==> config.mk <==
export PLATFORM = sky130hd
export DESIGN_NAME = mmio_uart_ctrl
export DESIGN_NICKNAME = d
export VERILOG_FILES = /design/src/rtl/mmio_pkg.sv /design/src/rtl/mmio_rx_fifo.sv /design/src/rtl/mmio_uart_ctrl.sv
export SDC_FILE = /design/constraint.sdc
export NUM_CORES = 1
export LEC_CHECK = 0
export BUFFER_PORTS_ARGS = -buffer_cell sky130_fd_sc_hd__buf_2
export CAP_MARGIN = 15
export CORE_UTILIZATION = 48
export DETAILED_ROUTE_END_ITERATION = 8
export GPL_TIMING_DRIVEN = 1
export PLACE_DENSITY = 0.76
export SYNTH_ARGS = -nofsm -noshare
export SYNTH_HDL_FRONTEND = slang
export SYNTH_SLANG_ARGS = --single-unit
==> constraint.sdc <==
create_clock -name clk -period 2.1 [get_ports clk]
set_input_delay 0.105 -clock clk [delete_from_list [all_inputs] [get_ports clk]]
set_output_delay 0.105 -clock clk [all_outputs]
set_load 0.01 [all_outputs]
==> src/rtl/mmio_pkg.sv <==
// Shared constants for the MMIO responder: register offsets within the I/O window
// and bit positions inside the status register.
package mmio_pkg;

   localparam logic [7:0] MMIO_UART_CTRL = 8'h00;
   localparam logic [7:0] MMIO_UART_RX   = 8'h04;
   localparam logic [7:0] MMIO_UART_TX   = 8'h08;
   localparam logic [7:0] MMIO_CYCLE_CNT = 8'h10;
   localparam logic [7:0] MMIO_INST_CNT  = 8'h14;
   localparam logic [7:0] MMIO_CNT_RST   = 8'h18;

   localparam int STAT_TX_FREE  = 0;
   localparam int STAT_RX_AVAIL = 1;

endpackage

==> src/rtl/mmio_rx_fifo.sv <==
// Small synchronous circular FIFO buffering received UART bytes.
// DEPTH must be a power of two (>= 2) so the pointers wrap naturally.
module mmio_rx_fifo
   import mmio_pkg::*;
#(
   parameter int DEPTH = 4,
   parameter int WIDTH = 8
) (
   input  logic             clk,
   input  logic             rst,
   input  logic             push,
   input  logic [WIDTH-1:0] din,
   input  logic             pop,
   output logic             full,
   output logic             empty,
   output logic [WIDTH-1:0] head
);

   localparam int AW = $clog2(DEPTH);
   localparam logic [AW:0] FULL_CNT = (AW + 1)'(DEPTH);

   logic [WIDTH-1:0] mem [DEPTH];
   logic [AW-1:0]    wr_ptr;
   logic [AW-1:0]    rd_ptr;
   logic [AW:0]      count;

   // NOTE: the storage array has no reset; count alone defines which entries are valid.
   always_ff @(posedge clk) begin
      if (push) mem[wr_ptr] <= din;
   end

   always_ff @(posedge clk) begin
      if (!rst) begin
         wr_ptr <= '0;
         rd_ptr <= '0;
         count  <= '0;
      end else begin
         if (push) wr_ptr <= wr_ptr + 1'b1;
         if (pop)  rd_ptr <= rd_ptr + 1'b1;
         case ({push, pop})
            2'b10:   count <= count + 1'b1;
            2'b01:   count <= count - 1'b1;
            default: count <= count;
         endcase
      end
   end

   assign full  = (count == FULL_CNT);
   assign empty = (count == '0);
   assign head  = mem[rd_ptr];

endmodule

==> src/rtl/mmio_uart_ctrl.sv <==
// MMIO responder exposing UART RX/TX, status and cycle/instruction counters.
// Define MMIO_RX_FIFO_EN to replace the single RX holding register with a FIFO.
module mmio_uart_ctrl
   import mmio_pkg::*;
#(
   parameter logic [31:0] MMIO_BASE     = 32'h8000_0000,
   parameter int          RX_FIFO_DEPTH = 4
) (
   input  logic        clk,
   input  logic        rst,
   input  logic [31:0] addr,
   input  logic [31:0] wdata,
   input  logic [3:0]  we,
   input  logic        re,
   input  logic        inst_retire,
   output logic [31:0] rdata,
   input  logic [7:0]  rx_data,
   input  logic        rx_valid,
   output logic        rx_ready,
   output logic [7:0]  tx_data,
   output logic        tx_valid,
   input  logic        tx_ready
);

   logic        sel;
   logic        is_store;
   logic        rd_sel;
   logic [7:0]  off;
   logic        rx_push;
   logic        rx_pop;
   logic        rx_full;
   logic        rx_empty;
   logic [7:0]  rx_head;
   logic        tx_load;
   logic        cnt_clr;
   logic [31:0] cycle_cnt;
   logic [31:0] inst_cnt;
   logic [31:0] rd_val;

   // A store wins over a simultaneous load, so a load is only honoured with we == 0.
   assign sel      = (addr[31:28] == MMIO_BASE[31:28]);
   assign is_store = |we;
   assign off      = addr[7:0];
   assign rd_sel   = sel & re & ~is_store;

   assign rx_ready = rst & ~rx_full;
   assign rx_push  = rx_valid & rx_ready;
   assign rx_pop   = rd_sel & (off == MMIO_UART_RX) & ~rx_empty;
   assign tx_load  = sel & we[0] & (off == MMIO_UART_TX) & ~tx_valid;
   assign cnt_clr  = sel & is_store & (off == MMIO_CNT_RST);

`ifdef MMIO_RX_FIFO_EN
   logic unused_ok;
   assign unused_ok = ^{wdata[31:8], addr[27:8]};

   mmio_rx_fifo #(
      .DEPTH (RX_FIFO_DEPTH),
      .WIDTH (8)
   ) u_rx_fifo (
      .clk   (clk),
      .rst   (rst),
      .push  (rx_push),
      .din   (rx_data),
      .pop   (rx_pop),
      .full  (rx_full),
      .empty (rx_empty),
      .head  (rx_head)
   );
`else
   logic unused_ok;
   logic rx_hold_valid;
   logic [7:0] rx_hold;
   assign unused_ok = ^{wdata[31:8], addr[27:8], RX_FIFO_DEPTH[0]};

   // Push needs !full and pop needs !empty, so they never coincide on one register.
   always_ff @(posedge clk) begin
      if (!rst) begin
         rx_hold_valid <= 1'b0;
         rx_hold       <= '0;
      end else if (rx_push) begin
         rx_hold_valid <= 1'b1;
         rx_hold       <= rx_data;
      end else if (rx_pop) begin
         rx_hold_valid <= 1'b0;
      end
   end

   assign rx_full  = rx_hold_valid;
   assign rx_empty = ~rx_hold_valid;
   assign rx_head  = rx_hold;
`endif

   // NOTE: every variable written in always_comb gets a default first, so no latch is inferred.
   always_comb begin
      rd_val = '0;
      case (off)
         MMIO_UART_CTRL: begin
            rd_val[STAT_TX_FREE]  = ~tx_valid;
            rd_val[STAT_RX_AVAIL] = ~rx_empty;
         end
         MMIO_UART_RX:   rd_val[7:0] = rx_empty ? 8'h00 : rx_head;
         MMIO_CYCLE_CNT: rd_val = cycle_cnt;
         MMIO_INST_CNT:  rd_val = inst_cnt;
         default:        rd_val = '0;
      endcase
   end

   // NOTE: registered state uses non-blocking assignments so all updates see pre-edge values.
   always_ff @(posedge clk) begin
      if (!rst) begin
         tx_valid  <= 1'b0;
         tx_data   <= '0;
         cycle_cnt <= '0;
         inst_cnt  <= '0;
         rdata     <= '0;
      end else begin
         if (tx_valid && tx_ready) begin
            tx_valid <= 1'b0;
         end else if (tx_load) begin
            tx_valid <= 1'b1;
            tx_data  <= wdata[7:0];
         end

         if (cnt_clr) begin
            cycle_cnt <= '0;
            inst_cnt  <= '0;
         end else begin
            cycle_cnt <= cycle_cnt + 32'd1;
            inst_cnt  <= inst_cnt + {31'd0, inst_retire};
         end

         // Any load request refreshes rdata; stores and foreign loads leave zero behind.
         if (re) rdata <= rd_sel ? rd_val : '0;
      end
   end

endmodule

==> impl_metrics.tcl <==
set metrics [dict create \
    start_util_pct 49.6 \
    cp_data_required_time_ns 2.55 \
    max_cap_viol_count 0 \
    antenna_violations_before_repair 0 \
    post-place-ws_ns 0.0884 \
    power.share.clock_pct 51.8 \
    post-route-period-util_pct 96.3 \
    grt_first_pass_wirelength_um 21400 \
    total_number_of_h_tree_levels 4 \
    postSynthCellCount 582 \
    final_setup_violating_endpoints 0 \
    floorplan.die.height_um 105 \
    combinational_share_of_power_pct 4.7 \
    grt_overflow 0 \
    track_usage_pct 24.3 \
    power.density_cell_area_nw_per_um2 774 \
    power_switching_mw 1.06 \
    min_to "rdata[0]$_SDFFE_PN0P_" \
    final_setup_skew_ns 0.0102 \
    slew_headroom_pct 53.3 \
    critical_path.reg2reg.startpoint "cycle_cnt[8]$_SDFF_PP0_" \
    path_max_fanout 8 \
    mostFrequentLayoutCell "sky130_fd_sc_hd__dfxtp_1" \
    ant_nets 0 \
    worst_slew_pin_slew_ns 0.691 \
    die_area_um2 11100 \
    setup.worst_path.class "reg -> reg" \
    synthesis_stage_register_bit_count 114 \
    worstReg2RegEnd "cycle_cnt[28]$_SDFF_PP0_" \
    p_leak_nw 2.55 \
    synth.area.top_cells "sky130_fd_sc_hd__dfxtp_1 45%, sky130_fd_sc_hd__mux2i_1 9.8%, sky130_fd_sc_hd__a21oi_1 4.3%, sky130_fd_sc_hd__o21ai_0 4.3%, sky130_fd_sc_hd__nand2_1 4.0%" \
    final-hold-violation-count 0 \
    layout.nets 780 \
    area.growth.synth_to_final_pct 27.7 \
    setup-tns-final_ns 0 \
    first_iter_violations 248 \
    min_path_type "in -> reg" \
    final_critical_path_setup_slack_ns 0.0774 \
    finalWirelength_um 12700 \
    dr_total_vias 4805 \
    cp.arrival_ns 2.47 \
    power_switching_share_pct 21.1 \
    min_from "addr[6]" \
    mappedNetlistArea_um2 5120 \
    clk_pin_slew_worst_paths_ns 0.05 \
    cellInternalPower_mw 3.99 \
    cts.root.buffer_cell "sky130_fd_sc_hd__clkbuf_8" \
    synth_top_area_cell "sky130_fd_sc_hd__dfxtp_1" \
    clk-insertion-delay-late_ns 0.53 \
    power_mw 5.06 \
    layout-drive-gt1-share_pct 19.1 \
    die_w_um 105 \
    mostFrequentLayoutCells "114 x sky130_fd_sc_hd__dfxtp_1, 79 x sky130_fd_sc_hd__buf_2, 54 x sky130_fd_sc_hd__nand2_1" \
    synth-warning-count 0 \
    clkSinkCount 114 \
    final.hold.worst_slack_ns 0.0139 \
    drcViolationCount 0 \
    min_delay_path_depth 4 \
    total_cell_area_at_the_placement_stage_um2 5780 \
    first_pass_iters 5 \
    cts_tree "built" \
    globalplace.congestion 0.805 \
    grt_pass1_vias 4598 \
    n_fill_cell 837 \
    clock.fmax_mhz 494 \
    setup.reg_to_reg.worst_slack_ns 0.08 \
    numPortBuffers 79 \
    synth_cell_type_count 41 \
    vias_per_cell 5.71 \
    ctsLongestPathBuffers 2 \
    outcome "finished, final reports clean" \
    antennaDiodeCount 0 \
    crit_path_start_kind "flip-flop" \
    syn-num-nets 667 \
    cts_buffers 17 \
    timing.final.max_slew_violations 0 \
    setup_repair_after_global_routing_missed_its_margin "true" \
    rows 37 \
    share_seq_of_total_power_pct 43.5 \
    finalWorstPathRequiredPeriod_ns 2.02 \
    netlist.area_leader.share_pct 44.6 \
    final_area_um2 6530 \
    boundaryPins 124 \
    timing.reg2reg.worst_path_depth 4 \
    vdd_ir_drop_max_v 0.000544 \
    ys_seq_area_share_pct 44.6 \
    grt_start_max_net_pins 57 \
    coreArea_um2 10300 \
    detailedPlacementHpwl_um 8580 \
    synthesis.area_per_instance_um2 8.79 \
    crit_path_end_kind "flip-flop" \
    wire_length_per_cell_um 15.1 \
]
==> per-stage QoR <==
step | instances | util [%]
5_1_grt | 842 | 63.3
4_1_cts | 842 | 63.2
3_3_place_gp | 790 | 55.9
6_report | 842 | 63.3
3_5_place_dp | 790 | 55.9
2_1_floorplan | 582 | -
==> cells by family (layout without fill, tap and decap cells) <==
logic type | after synthesis | in the layout | synth area share (%)
adder cells (fa/ha/maj) | 3 | 3 | 0.734
buffers and inverters | 37 | 161 | 2.76
AND/OR/NAND/NOR | 237 | 237 | 25.1
multiplexers | 50 | 50 | 9.78
AO/OA/AOI/OAI | 120 | 120 | 13.4
flip-flops | 114 | 114 | 44.6
XOR/XNOR | 21 | 21 | 3.59
==> synth_stat cells, drive strengths merged <==
cell type / n
dfxtp: 114
nand2: 54
mux2i: 50
nor2: 48
o21ai: 45
a21oi: 44
nand3: 29
or4: 26
clkbuf: 24
o31ai: 21
nand4: 19
xor2: 14
or3: 13
and4: 12
buf: 8
nand2b: 8
nor3: 8
xnor2: 7
and2: 5
and3: 5
inv: 5
nor4: 4
ha: 3
o21a: 3
o2111ai: 2
a221oi: 1
a41o: 1
a41oi: 1
and4b: 1
nor2b: 1
nor3b: 1
nor4b: 1
nor4bb: 1
o211ai: 1
o31a: 1
or4b: 1
==> worst max-delay path by stage <==
| stage | startpoint | to | slack (ns) | depth (start not counted) |
|---|---|---|---|---|
| 2_1_floorplan | cycle_cnt[0]$_SDFF_PP0_ | cycle_cnt[28]$_SDFF_PP0_ | 0.05 | 6 |
| 3_3_place_gp | inst_cnt[0]$_SDFF_PP0_ | inst_cnt[18]$_SDFF_PP0_ | 0.12 | 7 |
| 3_5_place_dp | inst_cnt[0]$_SDFF_PP0_ | inst_cnt[20]$_SDFF_PP0_ | 0.09 | 7 |
| 4_1_cts | inst_cnt[0]$_SDFF_PP0_ | inst_cnt[18]$_SDFF_PP0_ | 0.07 | 7 |
| 5_1_grt | cycle_cnt[0]$_SDFF_PP0_ | cycle_cnt[28]$_SDFF_PP0_ | -0.004 | 5 |
| 6_report | cycle_cnt[8]$_SDFF_PP0_ | cycle_cnt[28]$_SDFF_PP0_ | 0.08 | 4 |
==> cell type report <==
class                           count  area (um^2)  area share, %
Timing Repair Buffer              126          832           12.7
Inverter                            5         18.8          0.287
Clock inverter                      7         85.1           1.30
Tap cell                          136          170           2.60
Sequential cell                   114         2280           34.9
Clock buffer                       23          447           6.84
Multi-Input combinational cell    431         2700           41.3
==> state kept, by name (all words and copies together), names as in the netlist <==
signal / cells
cycle_cnt: 32
inst_cnt: 32
rdata: 32
rx_head: 8
tx_data: 8
rx_full: 1
tx_valid: 1
==> power groups by stage <==
stage               Clock (mW)  Combinational, mW  Sequential, mW
floorplan                    0              0.114            2.24
global placement             0              0.195            2.24
detailed placement           0              0.201            2.24
CTS                       2.64              0.235            2.20
global route              2.77              0.257            2.20
finish                    2.62              0.238            2.20
==> per-layer routing <==
layer  global-route usage, %  wire [um]
met1                    30.5       5850
met2                    39.5       6130
met3                    6.37        570
met4                    10.2        176
met5                       0          0
==> repair_timing <==
item	CTS	global route
buffers inserted	0	0
endpoints found under the setup margin	0	7
gates resized for setup	0	2
endpoints found under the hold margin	21	0
hold buffers	22	0
==> worst max-delay path: stages (launching register included) <==
cell and delay [ns]:
sky130_fd_sc_hd__dfxtp_1 0.47, sky130_fd_sc_hd__nand4_2 0.19, sky130_fd_sc_hd__or4_1 0.62, sky130_fd_sc_hd__or4_1 0.50
sky130_fd_sc_hd__a21oi_1 0.17
Power figures use the tool's default switching activity.
